===== src/rtl/counter_seq_if.sv =====
// Handshake bundle between the triangle-sweep sequencer and its counter/control side.
// The slave modport is the sequencer's view; master is the system/bench view.
interface counter_seq_if #(
    parameter int WIDTH  = 4,
    parameter int PASS_W = 4
);
    logic              start;
    logic              stop;
    logic [WIDTH-1:0]  lo;
    logic [WIDTH-1:0]  hi;
    logic [PASS_W-1:0] passes;
    logic [WIDTH-1:0]  count;
    logic              mod;
    logic              cnt_rst;
    logic              busy;
    logic              done;
    logic              rej;
    logic              err;

    modport master (
        output start, stop, lo, hi, passes, count,
        input  mod, cnt_rst, busy, done, rej, err
    );

    modport slave (
        input  start, stop, lo, hi, passes, count,
        output mod, cnt_rst, busy, done, rej, err
    );
endinterface


===== src/rtl/counter_seq_ctrl.sv =====
// Sequencer driving an up/down counter through a bounded triangle sweep between lo and hi,
// cross-checking the counter output against an internal shadow count.
module counter_seq_ctrl #(
    parameter int WIDTH  = 4,
    parameter int PASS_W = 4
) (
    input  logic          clk,
    input  logic          rst,
    counter_seq_if.slave  bus
);

    typedef enum logic [2:0] {
        S_IDLE = 3'd0,
        S_UP   = 3'd1,
        S_DOWN = 3'd2,
        S_DONE = 3'd3,
        S_ERR  = 3'd4
    } state_t;

    state_t             state_q, state_d;
    logic [WIDTH-1:0]   lo_q, lo_d;
    logic [WIDTH-1:0]   hi_q, hi_d;
    logic [PASS_W-1:0]  passes_q, passes_d;
    logic [WIDTH-1:0]   shadow_q, shadow_d;
    logic [PASS_W-1:0]  pass_cnt_q, pass_cnt_d;
    logic               mod_q, mod_d;
    logic               cnt_rst_q, cnt_rst_d;
    logic               busy_q, busy_d;
    logic               done_q, done_d;
    logic               rej_q, rej_d;
    logic               err_q, err_d;

    logic               cfg_bad_s;
    logic               turn_s;
    logic               last_pass_s;
    logic               mismatch_s;

    // Turnaround fires one step early so the counter lands exactly on hi/lo.
    always_comb begin
        cfg_bad_s   = (bus.hi == {WIDTH{1'b0}}) || (bus.lo >= bus.hi) ||
                      (bus.passes == {PASS_W{1'b0}});
        last_pass_s = ((pass_cnt_q + PASS_W'(1)) == passes_q);
        mismatch_s  = (bus.count != shadow_q);
        if (state_q == S_UP) begin
            turn_s = (bus.count == (hi_q - WIDTH'(1)));
        end else begin
            turn_s = (bus.count == (lo_q + WIDTH'(1)));
        end
    end

    // Next-state and registered-output logic.
    always_comb begin
        state_d    = state_q;
        lo_d       = lo_q;
        hi_d       = hi_q;
        passes_d   = passes_q;
        shadow_d   = shadow_q;
        pass_cnt_d = pass_cnt_q;
        mod_d      = mod_q;
        cnt_rst_d  = cnt_rst_q;
        busy_d     = 1'b0;
        done_d     = 1'b0;
        rej_d      = 1'b0;
        err_d      = err_q;

        case (state_q)
            S_IDLE: begin
                cnt_rst_d = 1'b1;
                mod_d     = 1'b1;
                if (bus.start) begin
                    if (cfg_bad_s) begin
                        rej_d = 1'b1;
                    end else begin
                        lo_d       = bus.lo;
                        hi_d       = bus.hi;
                        passes_d   = bus.passes;
                        shadow_d   = {WIDTH{1'b0}};
                        pass_cnt_d = {PASS_W{1'b0}};
                        cnt_rst_d  = 1'b0;
                        busy_d     = 1'b1;
                        state_d    = S_UP;
                    end
                end else begin
                    state_d = S_IDLE;
                end
            end

            S_UP, S_DOWN: begin
                shadow_d = mod_q ? (shadow_q + WIDTH'(1)) : (shadow_q - WIDTH'(1));
                if (mismatch_s) begin
                    err_d     = 1'b1;
                    cnt_rst_d = 1'b1;
                    mod_d     = 1'b1;
                    state_d   = S_ERR;
                end else if (bus.stop) begin
                    cnt_rst_d = 1'b1;
                    mod_d     = 1'b1;
                    state_d   = S_IDLE;
                end else if (turn_s) begin
                    if (last_pass_s) begin
                        // mod is left alone so the counter still reaches the final extreme.
                        cnt_rst_d = 1'b1;
                        done_d    = 1'b1;
                        state_d   = S_DONE;
                    end else begin
                        pass_cnt_d = pass_cnt_q + PASS_W'(1);
                        mod_d      = (state_q == S_DOWN);
                        busy_d     = 1'b1;
                        state_d    = (state_q == S_UP) ? S_DOWN : S_UP;
                    end
                end else begin
                    busy_d = 1'b1;
                end
            end

            S_DONE: begin
                cnt_rst_d = 1'b1;
                mod_d     = 1'b1;
                state_d   = S_IDLE;
            end

            S_ERR: begin
                err_d     = 1'b1;
                cnt_rst_d = 1'b1;
                mod_d     = 1'b1;
                state_d   = S_ERR;
            end

            default: begin
                cnt_rst_d = 1'b1;
                mod_d     = 1'b1;
                state_d   = S_IDLE;
            end
        endcase
    end

    // State and output registers with synchronous reset.
    always_ff @(posedge clk) begin
        if (rst) begin
            state_q    <= S_IDLE;
            lo_q       <= {WIDTH{1'b0}};
            hi_q       <= {WIDTH{1'b0}};
            passes_q   <= {PASS_W{1'b0}};
            shadow_q   <= {WIDTH{1'b0}};
            pass_cnt_q <= {PASS_W{1'b0}};
            mod_q      <= 1'b1;
            cnt_rst_q  <= 1'b1;
            busy_q     <= 1'b0;
            done_q     <= 1'b0;
            rej_q      <= 1'b0;
            err_q      <= 1'b0;
        end else begin
            state_q    <= state_d;
            lo_q       <= lo_d;
            hi_q       <= hi_d;
            passes_q   <= passes_d;
            shadow_q   <= shadow_d;
            pass_cnt_q <= pass_cnt_d;
            mod_q      <= mod_d;
            cnt_rst_q  <= cnt_rst_d;
            busy_q     <= busy_d;
            done_q     <= done_d;
            rej_q      <= rej_d;
            err_q      <= err_d;
        end
    end

    assign bus.mod     = mod_q;
    assign bus.cnt_rst = cnt_rst_q;
    assign bus.busy    = busy_q;
    assign bus.done    = done_q;
    assign bus.rej     = rej_q;
    assign bus.err     = err_q;

endmodule


===== src/flat_wrapper.sv =====
// flat-port wrapper written by rule: the top's interface ports become plain ports
module counter_seq_ctrl_flat 
#(
    parameter int WIDTH  = 4,
    parameter int PASS_W = 4
)
  (clk, rst, bus_start, bus_stop, bus_lo, bus_hi, bus_passes, bus_count, bus_mod, bus_cnt_rst, bus_busy, bus_done, bus_rej, bus_err);
  counter_seq_if #(.WIDTH(WIDTH), .PASS_W(PASS_W)) bus_i ();
  input  logic clk;
  input  logic rst;
  input wire logic [$bits(bus_i.start)-1:0] bus_start;
  input wire logic [$bits(bus_i.stop)-1:0] bus_stop;
  input wire logic [$bits(bus_i.lo)-1:0] bus_lo;
  input wire logic [$bits(bus_i.hi)-1:0] bus_hi;
  input wire logic [$bits(bus_i.passes)-1:0] bus_passes;
  input wire logic [$bits(bus_i.count)-1:0] bus_count;
  output wire logic [$bits(bus_i.mod)-1:0] bus_mod;
  output wire logic [$bits(bus_i.cnt_rst)-1:0] bus_cnt_rst;
  output wire logic [$bits(bus_i.busy)-1:0] bus_busy;
  output wire logic [$bits(bus_i.done)-1:0] bus_done;
  output wire logic [$bits(bus_i.rej)-1:0] bus_rej;
  output wire logic [$bits(bus_i.err)-1:0] bus_err;
  assign bus_i.start = bus_start;
  assign bus_i.stop = bus_stop;
  assign bus_i.lo = bus_lo;
  assign bus_i.hi = bus_hi;
  assign bus_i.passes = bus_passes;
  assign bus_i.count = bus_count;
  assign bus_mod = bus_i.mod;
  assign bus_cnt_rst = bus_i.cnt_rst;
  assign bus_busy = bus_i.busy;
  assign bus_done = bus_i.done;
  assign bus_rej = bus_i.rej;
  assign bus_err = bus_i.err;
  counter_seq_ctrl #(.WIDTH(WIDTH), .PASS_W(PASS_W)) u_core (.clk(clk), .rst(rst), .bus(bus_i));
endmodule

===== config.mk =====
export PLATFORM = sky130hd
export DESIGN_NAME = counter_seq_ctrl_flat
export DESIGN_NICKNAME = d
export VERILOG_FILES = /design/src/rtl/counter_seq_if.sv /design/src/rtl/counter_seq_ctrl.sv /design/src/flat_wrapper.sv
export SDC_FILE = /design/constraint.sdc
export NUM_CORES = 1
export LEC_CHECK = 0
export CAP_MARGIN = 20
export CORE_MARGIN = 10
export CORE_UTILIZATION = 57
export DETAILED_ROUTE_END_ITERATION = 7
export PLACE_DENSITY = 0.92
export SLEW_MARGIN = 20
export SYNTH_ARGS = -nofsm -noshare
export SYNTH_HDL_FRONTEND = slang
export SYNTH_SLANG_ARGS = --single-unit

===== constraint.sdc =====
create_clock -name clk -period 3.56 [get_ports clk]
set_clock_uncertainty 0.2 [all_clocks]
set_input_delay 0.712 -clock clk [delete_from_list [all_inputs] [get_ports clk]]
set_output_delay 0.712 -clock clk [all_outputs]
set_load 0.01 [all_outputs]

== After elaboration in Yosys (flattened, before gate mapping) ==
Index checks and enable logic that the tools add are counted.

* Output and inout bits: 6
* Logic and storage cells: 94
* Bits in registers: 29
* Input port bits: 20

* Reduce and logical (&&, ||, !) cells: 18
* $lt $le $gt $ge: 1
* Mux-type cells: 35
* $add $sub $neg: 5
* Bitwise gates (word level): 6
* Eq/ne operators: 17

{| class="wikitable"
|+ Operators with widths
! kind !! number
|-
| $mux W4 || 7
|-
| $mux W3 || 6
|-
| $pmux W4 S2 || 2
|-
| $mux W1 || 15
|-
| $add A4 B1 Y4 const B || 3
|-
| $eq A4 B4 Y1 || 3
|-
| $ne A2 B2 Y1 const B || 5
|-
| $pmux W3 S3 || 1
|-
| $logic_not A4 Y1 || 2
|-
| $ne A4 B2 Y1 const B || 2
|-
| $reduce_and A2 Y1 || 4
|-
| $sub A4 B1 Y4 const B || 2
|-
| $reduce_and A7 Y1 || 1
|-
| $not A1 Y1 || 6
|-
| $pmux W1 S2 || 3
|-
| $reduce_and A3 Y1 || 2
|-
| $reduce_or A5 Y1 || 1
|-
| $ge A4 B4 Y1 || 1
|-
| $ne A2 B1 Y1 const B || 2
|-
| $ne A4 B4 Y1 || 1
|-
| $reduce_bool A2 Y1 || 2
|-
| $reduce_or A4 Y1 || 1
|-
| $eq A3 B1 Y1 const B || 1
|-
| $eq A3 B2 Y1 const B || 1
|-
| 7 further kinds || 8
|}

== Longest topological paths before layout ==
* Depth after elaboration: 7
* Depth in mapped cells: 10
* Mapped depth without buffers: 9

== Worst setup path before layout ==
No wires, ideal clock.

* Kind: input port to flip-flop
* Start point: input port bus_lo[0]
* End point: register u_core.hi_q[3]
* Data arrival time: 2.254 ns
* Library setup time: 0.071 ns
* Path buffers: 1
* Required time: 3.289 ns
* Path slack: 1.036 ns
* Stages: 9
* Cells stage by stage: inv_1 > ha_1 > nand2b_1 > a21o_1 > a21o_1 > a21oi_2 > clkbuf_1 > nand2_1 > a21oi_1

* Word-level cells in the longest chain between the ends: 5

{| class="wikitable"
|+ Ends and longest elaborated chain
! what !! line !! source
|-
| start, declared || flat_wrapper.sv:13 || <nowiki>input wire logic [$bits(bus_i.lo)-1:0] bus_lo;</nowiki>
|-
| $ge A4 B4 Y1 || counter_seq_ctrl.sv:40 || <nowiki>cfg_bad_s = (bus.hi == {WIDTH{1'b0}}) || (bus.lo >= bus.hi) ||</nowiki>
|-
| $logic_or A1 B1 Y1 (2 in a row) || counter_seq_ctrl.sv:40 ||
|-
| $not A1 Y1 (no source line) || n/a ||
|-
| $reduce_and A3 Y1 (no source line) || n/a ||
|-
| end signal, assigned || counter_seq_ctrl.sv:142 || <nowiki>hi_q <= {WIDTH{1'b0}};</nowiki>
|-
| end signal, assigned || counter_seq_ctrl.sv:155 || <nowiki>hi_q <= hi_d;</nowiki>
|-
| end, declared || counter_seq_ctrl.sv:22 || <nowiki>logic [WIDTH-1:0] hi_q, hi_d;</nowiki>
|}

No other way between the ends.
A chain may end at the register's enable or synchronous reset.

== Final worst setup path ==
* Start point: input port bus_lo[0]
* End point: register u_core.pass_cnt_q[0]

* Word-level cells in the longest chain between the ends: 5

{| class="wikitable"
|+ Ends and longest elaborated chain
! what !! line !! source
|-
| $ge A4 B4 Y1 || counter_seq_ctrl.sv:40 ||
|-
| $logic_or A1 B1 Y1 (2 in a row) || counter_seq_ctrl.sv:40 ||
|-
| $ne A2 B2 Y1 (no source line) || n/a ||
|-
| $reduce_and A7 Y1 (no source line) || n/a ||
|-
| end signal, assigned || counter_seq_ctrl.sv:145 || <nowiki>pass_cnt_q <= {PASS_W{1'b0}};</nowiki>
|-
| end signal, assigned || counter_seq_ctrl.sv:158 || <nowiki>pass_cnt_q <= pass_cnt_d;</nowiki>
|-
| end, declared || counter_seq_ctrl.sv:25 || <nowiki>logic [PASS_W-1:0] pass_cnt_q, pass_cnt_d;</nowiki>
|}

No other way between the ends.

==> summary.txt <==
CP most frequent cell = a21o_1
RSZ-0062 raised after global routing = false
Least-Margin Pin Slew = 0.6307 ns
Int Power = 527.4 µW
worst skew pair latency = 0.32 ns
count of different cell masters after synthesis = 43
Root Buffer = clkbuf_4
Worst EP required = 3.59 ns
Max-slew headroom = 57.36%
post-layout min period = 2.807 ns
Buf+Inv Stages, Crit Path = 2
gpl congestion = 0.8102
Post-Syn Nets = 230
final period utilization = 78.85%
share of layout cells above drive strength 1 = 8.333%
global-route wire length before repair = 6.437 mm
Top delay family on crit path = compound AO/OA/AOI/OAI gates
n_diodes = 0
synthesized instance count = 200
Final setup viols = 0
initial core utilization = 60.37%
I/O Buffers = 25
CP Max Fanout = 18
CTS tree = yes
Synthesis Warnings = 0
grt ovf = 0
remaining routing DRC violations = 0
final setup margin = 0.7530 ns
critical path cell sequence = clkdlybuf4s50_1, inv_1, ha_1, nand2b_1, a21o_1, a21o_1, a21o_1, nand3b_1, a21oi_1, a31o_1
gr usage total = 14.53%
Comb power frac = 21.0%
Iter 0 DRT Violations = 122
CTS buffer count = 5
Setup crit end kind = flip-flop
Final Instance Area = 2027 µm²
cell row count = 19
WL/cell = 14.66 µm
cell area after synthesis = 1679 µm²
Switch Pwr = 207.7 µW
via/cell ratio = 5.703
clock tree sinks = 29
cts hold-fix bufs = 0
pre-CTS WS = 0.4202 ns
Crit Path Class = primary input to flip-flop
ys async rst share = 0%
status = complete, no violations
final hold viol count = 0
area of the die = 5517 µm²
wirelength, routed = 3.797 mm
WP data arrival = 2.83 ns
Clk pwr share = 30.9%
First-pass DRT Iterations = 5
Routed Antenna Nets = 0
hold crit path type = flip-flop to flip-flop
CTS Buffer Depth = 2
Sw Share = 28.25%
r2r setup slk = 1.00 ns
Final Slew Violations = 0
Maximum Capacitance Violations = 0
P per Cell Area = 362.7 nW/µm²
placed cell areas = 1957 µm²
antenna violations before repair = 0
maximum clock rate = 0.3563 GHz
Avg Inst Size Synth = 8.396 µm²
H-tree Lvls = 2
largest net degree at the start of global routing = 19
total power = 735.2 µW
Die W = 74.28 µm
sequential share of power = 48.1%
vias in the first global route = 1460
dpl hpwl = 2.975 mm
Post-CTS Setup Inserts = 0
Die Ht = 74.28 µm
Clock transition at path regs = 0.09 ns
setup TNS = 0 ns
most common cell after layout, fill and taps aside = nand2_1
VDD IR max = 0.3277 mV
nets = 257
IO Pins = 26
static leakage = 0.8100 nW
P&R area growth vs syn = 20.72%
delay of the slowest critical-path stage = 0.47 ns
DR vias = 1477
post-CTS sizing = 0
most frequent cells in the layout = nand2_1, dfxtp_1, clkdlybuf4s50_1
Main synth FF type = dfxtp_1
#FFs+latches synth = 29
critical path's slowest cell = clkdlybuf4s50_1
core area = 2781 µm²
number of enable flip-flop cells after synthesis = 0
Seq/Total Area, Yosys = 34.58%
Worst Setup Start Kind = primary input
-- synthesized netlist by cell type (2+ instances only) --
cell / number / area share, %
inv_1: 11 / 2.5
nand4_1: 2 / 0.75
ha_1: 9 / 6.7
o21ai_0: 3 / 0.89
nand2_1: 32 / 7.2
a21oi_1: 20 / 6.0
nand2b_1: 4 / 1.5
clkbuf_1: 7 / 1.6
nand3b_1: 2 / 0.89
nor2_1: 12 / 2.7
nand3_1: 4 / 1.2
nor3_1: 6 / 1.8
nor4_1: 3 / 1.1
xnor2_1: 14 / 7.3
dfxtp_1: 29 / 35
a21o_1: 4 / 1.8
xor2_1: 7 / 3.7
nor2b_1: 3 / 1.1
mux2i_1: 4 / 2.4
-- final timing paths --
kind	from	endpoint	cells after the start
setup reg to reg	u_core.state_q[0]$_SDFFE_PP0P_	u_core.pass_cnt_q[3]$_SDFFE_PP0P_	7
hold reg to reg	u_core.bus.err$_SDFFE_PP0P_	u_core.bus.err$_SDFFE_PP0P_	2
hold / removal	u_core.bus.err$_SDFFE_PP0P_	u_core.bus.err$_SDFFE_PP0P_	2
setup / recovery	bus_lo[0]	u_core.pass_cnt_q[0]$_SDFFE_PP0P_	10
-- registers in the layout, indices dropped and copies added (netlist names) --
name / count
u_core.bus.rej: 1
u_core.bus.cnt_rst: 1
u_core.bus.err: 1
u_core.pass_cnt_q: 4
u_core.bus.done: 1
u_core.passes_q: 4
u_core.state_q: 3
u_core.shadow_q: 4
u_core.hi_q: 4
u_core.bus.busy: 1
u_core.lo_q: 4
u_core.bus.mod: 1
-- cell type report --
| class | instances | area [µm²] |
|---|---|---|
| inverters | 11 | 41.29 |
| flip-flops and latches | 29 | 580.6 |
| repair buffers | 27 | 265.3 |
| multi-input cells | 153 | 1031 |
| well taps | 31 | 38.79 |
| clock inverters | 1 | 5.005 |
| clock buffers | 7 | 65.06 |
| fillers | 210 | 754.5 |
-- kinds of logic (layout without fill, tap and decap cells) --
group / after synthesis / count (layout) / share of synthesized area, %
xor+xnor: 21 / 21 / 10.95
simple gates: 77 / 77 / 23.55
buf+inv: 18 / 46 / 4.024
mux: 5 / 5 / 3.279
flops: 29 / 29 / 34.58
compound gates: 40 / 40 / 15.72
fa+ha+maj: 10 / 10 / 7.899
-- power groups by stage --
stage / registers (mW) / logic (mW) / clock network, mW
5_1_grt: 0.355 / 0.170 / 0.241
2_1_floorplan: 0.359 / 0.0988 / 0
3_5_place_dp: 0.360 / 0.154 / 0
3_3_place_gp: 0.360 / 0.148 / 0
4_1_cts: 0.353 / 0.154 / 0.229
6_report: 0.353 / 0.154 / 0.227
-- per-layer routing --
metal | vias to the layer above | GRT usage, % | part of all wire [%] | wire, µm
li1 | 745 | - | - | -
met1 | 684 | 16.32 | 44 | 1660
met2 | 42 | 25.09 | 50 | 1910
met3 | 6 | 4.787 | 4.8 | 183
met4 | 0 | 5.285 | 1.2 | 44
met5 | - | 0 | 0 | 0
-- worst reg2reg max path, delay by kind of cell, from the launching register on --
| family | cells | cell delay (ns) |
|---|---|---|
| mux | 2 | 0.57 |
| xor+xnor | 1 | 0.14 |
| simple gates | 3 | 0.96 |
| compound gates | 1 | 0.15 |
| flops | 1 | 0.43 |
-- through the flow --
stage / utilization [%] / cells / hold slack [ns]
2_1_floorplan: - / 200 / 0.2478
3_3_place_gp: 70.36 / 251 / 0.2372
3_5_place_dp: 70.36 / 251 / 0.2456
4_1_cts: 72.87 / 259 / 0.2635
5_1_grt: 72.87 / 259 / 0.2971
6_report: 72.87 / 259 / 0.2614
No activity file was read; power rests on OpenSTA's default activity.
